==> src/rtl/regfile_sb.sv <==
// Parametrised integer register file with a post-reset clear sweep, optional
// write-to-read bypass and a per-register busy scoreboard (issue sets, writeback clears).
module regfile_sb #(
  parameter int XLEN     = 32,
  parameter int NREG     = 32,
  parameter int AW       = $clog2(NREG),
  parameter bit ZERO_REG = 1'b1,
  parameter bit BYPASS   = 1'b1
) (
  input  logic            clk,
  input  logic            rst,
  output logic            ready,
  input  logic [AW-1:0]   a1,
  input  logic [AW-1:0]   a2,
  output logic [XLEN-1:0] rd1,
  output logic [XLEN-1:0] rd2,
  output logic            busy1,
  output logic            busy2,
  input  logic            we3,
  input  logic [AW-1:0]   a3,
  input  logic [XLEN-1:0] wd3,
  input  logic            iss_en,
  input  logic [AW-1:0]   iss_a
);

  typedef enum logic {CLEAR = 1'b0, READY = 1'b1} state_t;

  state_t          state_reg, state_next;
  logic [AW-1:0]   cnt_reg, cnt_next;
  logic [NREG-1:0] busy_reg, busy_next;
  logic [XLEN-1:0] rf [NREG];

  logic            wr_ok, iss_ok;
  logic            wr_en;
  logic [AW-1:0]   wr_addr;
  logic [XLEN-1:0] wr_data;

  // State register
  always_ff @(posedge clk) begin
    if (rst) begin
      state_reg <= CLEAR;
      cnt_reg   <= '0;
    end else begin
      state_reg <= state_next;
      cnt_reg   <= cnt_next;
    end
  end

  // Next-state logic: the counter parks on the last register once READY is reached
  always_comb begin
    state_next = state_reg;
    cnt_next   = cnt_reg;
    case (state_reg)
      CLEAR: begin
        if (cnt_reg == AW'(NREG - 1)) begin
          state_next = READY;
        end else begin
          cnt_next = cnt_reg + AW'(1);
        end
      end
      READY:   state_next = READY;
      default: state_next = CLEAR;
    endcase
  end

  // Output logic
  always_comb begin
    ready = 1'b0;
    if (state_reg == READY) begin
      ready = 1'b1;
    end
  end

  assign wr_ok  = ready && we3 && !(ZERO_REG && (a3 == '0));
  assign iss_ok = ready && iss_en && !(ZERO_REG && (iss_a == '0));

  // Single write port shared by the clear sweep and writeback
  always_comb begin
    wr_en   = 1'b0;
    wr_addr = a3;
    wr_data = wd3;
    if (!rst) begin
      if (state_reg == CLEAR) begin
        wr_en   = 1'b1;
        wr_addr = cnt_reg;
        wr_data = '0;
      end else if (wr_ok) begin
        wr_en = 1'b1;
      end
    end
  end

  always_ff @(posedge clk) begin
    if (wr_en) begin
      rf[wr_addr] <= wr_data;
    end
  end

  // Busy scoreboard: an issue in the same cycle as a writeback wins (new producer)
  for (genvar gi = 0; gi < NREG; gi++) begin : g_busy
    logic set_bit, clr_bit;
    assign set_bit = iss_ok && (iss_a == AW'(gi));
    assign clr_bit = wr_ok && (a3 == AW'(gi));
    assign busy_next[gi] = set_bit ? 1'b1 : (clr_bit ? 1'b0 : busy_reg[gi]);
  end

  always_ff @(posedge clk) begin
    if (rst) begin
      busy_reg <= '0;
    end else begin
      busy_reg <= busy_next;
    end
  end

  // Combinational read ports, masked to zero until the sweep has finished
  for (genvar gi = 0; gi < 2; gi++) begin : g_rd
    logic [AW-1:0]   addr;
    logic [XLEN-1:0] data;
    logic            busy;
    logic            hit_zero, hit_byp;

    assign addr     = (gi == 0) ? a1 : a2;
    assign hit_zero = ZERO_REG && (addr == '0);
    assign hit_byp  = BYPASS && we3 && (addr == a3);

    always_comb begin
      data = '0;
      busy = 1'b0;
      if (ready && !hit_zero) begin
        if (hit_byp) begin
          data = wd3;
        end else begin
          data = rf[addr];
          busy = busy_reg[addr];
        end
      end
    end
  end

  assign rd1   = g_rd[0].data;
  assign busy1 = g_rd[0].busy;
  assign rd2   = g_rd[1].data;
  assign busy2 = g_rd[1].busy;

endmodule

==> config.mk <==
export PLATFORM = sky130hd
export DESIGN_NAME = regfile_sb
export DESIGN_NICKNAME = d
export VERILOG_FILES = /design/src/rtl/regfile_sb.sv
export SDC_FILE = /design/constraint.sdc
export NUM_CORES = 1
export LEC_CHECK = 0
export BUFFER_PORTS_ARGS = -buffer_cell sky130_fd_sc_hd__buf_2
export CAP_MARGIN = 5
export CORE_ASPECT_RATIO = 2
export CORE_MARGIN = 3
export CORE_UTILIZATION = 40
export CTS_CLUSTER_SIZE = 20
export DETAILED_ROUTE_END_ITERATION = 16
export RECOVER_POWER = 50
export SETUP_SLACK_MARGIN = 0.15
export SYNTH_ARGS = -nofsm -noshare
export SYNTH_HDL_FRONTEND = slang
export SYNTH_SLANG_ARGS = --single-unit
==> constraint.sdc <==
create_clock -name clk -period 4.3 [get_ports clk]
set_clock_uncertainty 0.15 [all_clocks]
set_input_delay 0.86 -clock clk [delete_from_list [all_inputs] [get_ports clk]]
set_output_delay 0.86 -clock clk [all_outputs]
set_load 0.02 [all_outputs]
Word level (Yosys, flattened, before mapping). Memory sizes are Yosys's and may differ from the RTL's. Cells that the tools add are included.

Register bits after elaboration: 38. Memory bits (writable): 1024. Bits of input ports: 56. Output and inout bits: 67. Word-level logic and storage cells: 306. Memories: 1.

Memory list: rf (words 32, width 32, rd ports 2, clocked after memory_dff 0, write ports 1, line 31) `logic [XLEN-1:0] rf [NREG];`.

$add $sub $neg: 1. Magnitude comparators: 2. Eq/ne operators: 65. Muxes and demuxes: 88. Bitwise logic cells: 2. Reductions and logical operators: 113.

Operator list (count): 32-bit 2-to-1 mux (6); 5-bit == test, second input constant (33); 5-bit by 4-bit == test with 1-bit output, second input constant (16); 1-bit 2-to-1 mux (77); 1-bit logical AND (72); 2-bit nonzero test (32); 5-bit by 3-bit == test with 1-bit output, second input constant (8); 5-bit by 2-bit == test with 1-bit output, second input constant (4); 5-bit logical NOT (4); 5-bit by 6-bit less-than comparator with 1-bit output, second input constant (2); 1-bit binary-select mux with 5-bit select (2); 5-bit by 1-bit == test with 1-bit output, second input constant (2); 5-bit == test (2); 5-bit 2-to-1 mux (2); 5-bit by 1-bit adder with 5-bit output, second input constant (1); 1-bit logical NOT (4); 1-bit NOT (2); 1-bit one-hot mux with 2 select lines (1); 2-bit AND reduction (1).

Longest topological paths before layout.
Depth after elaboration: 8. Depth in mapped cells: 10. Depth with buffers taken out: 7.

Least setup slack after synthesis. No wires, ideal clock.

Kind: input to register. Start: in rst. End: mem rf[18][0], enable pin. Setup time: 0.421 ns. Arrival: 3.555 ns. Required time: 3.729 ns. Slack: 0.174 ns. Stages: 5. Path buffers: 1. Cells stage by stage: clkbuf_1 > nor2_1 > mux2_2 > or3_1 > nor2_1.

Word-level cells in the longest chain between the ends: 3. Elaborated cells between the ends (all ways): 4. Classes of those cells: 4 x mux.

RTL lines: from (decl) (line 11) `input logic rst,`; 1-bit 2-to-1 mux (line 82) `if (!rst) begin`; 1-bit 2-to-1 mux (line 94) `if (wr_en) begin`; 1-bit 2-to-1 mux (not written as such) (line 95) `rf[wr_addr] <= wr_data;`; to (decl) (line 31).

Several ways; a longest one is shown, not always the timed one.

Worst setup path after layout.
Start: reg state_reg. End: mem rf[27][15], enable pin.

Word-level cells in the longest chain between the ends: 8. Elaborated cells between the ends (all ways): 10. Classes of those cells: 8 x mux; 2 x reduce/logical.

RTL lines: from (decl) (line 28) `state_t state_reg, state_next;`; from (signal assigned) (line 44) `state_reg <= state_next;`; 1-bit 2-to-1 mux (line 69) `if (state_reg == READY) begin`; 1-bit logical AND (2 in a row) (line 74) `assign wr_ok = ready && we3 && !(ZERO_REG && (a3 == '0));`; 1-bit 2-to-1 mux (line 87) `end else if (wr_ok) begin`; 1-bit 2-to-1 mux (line 83) `if (state_reg == CLEAR) begin`; 1-bit 2-to-1 mux (line 82); 1-bit 2-to-1 mux (line 94); 1-bit 2-to-1 mux (not written as such) (line 95).

Several ways; a longest one is shown, not always the timed one.

==> metrics.log <==
[metrics] CP Capture Type: register
[metrics] Die ar.: 131000 um2
[metrics] relative area change from synthesis to final layout: 16.4%
[metrics] sum of routed wire length over all layers: between 150000 and 200000 um
[metrics] final-report max-slew violation count: 142
[metrics] part of the Yosys area used for sequential elements: between 60 and 70%
[metrics] clock root cell: clkbuf_16
[metrics] Site Rows: 183
[metrics] clock period minus final worst setup slack: 4190 ps
[metrics] per-cell routed wire length: 35.4 um
[metrics] DR pass1 iterations: 5
[metrics] adder and majority cell fraction of the synthesized area: 0.0495%
[metrics] Post-Place Cells: around 4700
[metrics] total of buffers placed on input and output ports: 122
[metrics] area occupied by registers: 31500 um2
[metrics] Boundary Pins: 123
[metrics] kind of start point of the critical path: register
[metrics] Initial Util: between 40% and 50%
[metrics] Die Ht: about 500 um
[metrics] FF+latch count, synth: 1062
[metrics] Reg clk slew, reported paths: 70 ps
[metrics] largest family of logic cells by synthesized area: multiplexers
[metrics] quantity of hold-fixing buffers added after cts: 0
[metrics] mux cell area share after synthesis: 23.6%
[metrics] number of levels the H-tree was split into: 3
[metrics] DP Area: approximately 55000 um2
[metrics] worst ir drop on vdd: around 320 uV
[metrics] leading cell type in the layout, fill and taps excluded: edfxtp_1
[metrics] relative max-transition margin: -49.3%
[metrics] Netlist cell types: 55
[metrics] arrival time of data at the critical path endpoint: approximately 4400 ps
[metrics] top_reg_cell synth: edfxtp_1
[metrics] Synth Area in Compound Gates: 9.02%
[metrics] synthesized instance count: approximately 2900
[metrics] Core Region: 125000 um2
[metrics] Non-Filler Instances: 4930
[metrics] global-route wire length before repair: roughly 250000 um
[metrics] initial detailed-routing violation count: approximately 3400
[metrics] number of flip-flops under the largest register name: 1024
[metrics] # Max-Cap Violations: 4
[metrics] number of antenna violations at the first check in global routing: 5
[metrics] die extent in x: 257 um
[metrics] final instance area: roughly 60000 um2
[metrics] Via-to-Cell Ratio: 6.58
[metrics] type of the worst min-delay path: register to register
[metrics] transition time of the tightest slew-check pin: about 2200 ps
[metrics] final-report hold violation count: 0
[metrics] number of global-route vias before repair: 34300
[metrics] summed instance area of the synthesized netlist: 50600 um2
[metrics] number of warning messages in the yosys log: 0
[metrics] commonest non-fill, non-tap cells in the layout: edfxtp_1, mux4_2, mux2i_1
[metrics] ys async rst share: 0%
[metrics] maximum buffer depth of the clock tree: 3
[metrics] Skew-Pair Late Insertion Delay: just over 700 ps
[metrics] Remaining DRCs: 0
[metrics] slack of the critical path: around 110 ps
[metrics] outcome: complete, but fails checks
[metrics] simple logic cell fraction of the synthesized area: 2.24%
[metrics] setup violators final: 0
[metrics] count of flip-flops with a built-in enable after synthesis: slightly above 1000
[metrics] net count after synthesis: about 3000
[metrics] layout cell share with drive strength beyond 1: ~30%
[metrics] filler instances: 10700
[metrics] period utilisation layout: a little over nine tenths
[metrics] Setup CP Type: register to register
[metrics] total power density per cell area: 378 nW/um2
[metrics] hold_ws: about 340 ps
[metrics] Total Routing Usage GR: 26.3%
[metrics] maximum fanout count along the critical path: 21
[metrics] number of buffers added by the clock tree synthesis step: 93
[metrics] f_max: 239 MHz
[metrics] power after layout: approximately 22 mW
[metrics] share of the synthesized netlist area taken by xor and xnor gates: 0.225%
[metrics] syn avg cell area: 17.2 um2
[metrics] Clock Sinks: 1062
[metrics] GR Overflow Total: 0
[metrics] count of nets left with antenna violations after detail routing: 0
[metrics] failing checks: max-capacitance violations, max-slew violations
[metrics] Setup TNS: 0 ps
[metrics] TritonCTS clock tree: built
[metrics] leakage dissipation: 20.0 nW
[metrics] Detail Placement HPWL: 110000 um
[metrics] final core utilization: 47.1%
[metrics] area occupied by multi-input gates: 18200 um2
[metrics] Total Nets Final: ~3200
[metrics] RSZ-0062 raised after global routing: true
[metrics] final weighted congestion in routability-driven placement: 0.900
[metrics] Post-Place Worst Slack: -162 ps
[metrics] Vias: 32400
[metrics] required time of the worst setup path: 4470 ps
[metrics] maximum number of pins on one net before global-route repair: 91
[power breakdown]
group / switching, mW / internal, mW
sequential: 0.0440 / 11.4
combinational: 1.18 / 0.800
clock: 3.95 / 4.86
[timing repair]
item / in CTS / in global routing
hold endpoints to repair: 0 / 0
cloned: 4 / 1
setup endpoints to repair: 31 / 26
buffers inserted: 5 / 4
pin swaps: 2 / 1
resized for setup: 20 / 18
[routing by layer]
layer / part of all wire (%) / up-vias / global-route usage, %
met2: 53 / 1738 / 47.8
met4: 7.5 / 6 / 17.5
met5: 0.022 / - / 0
met1: 33 / 17100 / 28.2
li1: - / 13000 / -
met3: 6.4 / 594 / 3.89
[cells in the mapped netlist, types with 27 or more instances]
cell | count | area, um2
a211o_1 | 61 | 534
buf_4 | 27 | 203
edfxtp_1 | 1024 | 30700
a22oi_1 | 98 | 736
nand2_1 | 49 | 184
and2_1 | 31 | 194
dfxtp_1 | 38 | 761
mux2i_1 | 358 | 3580
clkbuf_1 | 109 | 409
mux4_2 | 370 | 8330
nor2_1 | 56 | 210
o21ai_0 | 109 | 546
buf_2 | 65 | 325
nor2b_1 | 38 | 238
a221oi_1 | 159 | 1390
a21oi_1 | 128 | 641
a211oi_1 | 61 | 458
[critical path, stage by stage, from the launching register on]
cell     delay, ps
dfxtp_1        480
nor2_1        1020
mux2i_1        570
or3_1          650
nor2_4         150
buf_2          740
[kinds of logic (layout without fill, tap and decap cells)]
family	count (synthesis)	in the layout
AOI/OAI and AO/OA	654	655
xor gates and xnor gates	13	13
buffers and inverters	251	576
other	0	3
DFF	1062	1062
and+or+nand+nor	222	223
muxes	731	731
adders and majority gates	2	2
[final timing paths]
kind,slack [ps],start,cells past startpoint,end
setup / recovery,110,state_reg,5,rf[27][15]
hold / removal,340,busy_reg[0],1,busy_reg[0]
setup reg to reg,110,state_reg,5,rf[27][15]
hold reg to reg,340,busy_reg[0],1,busy_reg[0]
[area by class of cell]
cell class,instances,area share (%)
inverters,10,0.0701
repair buffers,395,6.56
clock inverters,66,1.28
clock buffers,105,4.05
well taps,1665,3.54
flip-flops and latches,1062,53.5
diodes,3,0.0128
multi-input cells,1624,31.0
Note: power is estimated with default switching activity, not from simulation.
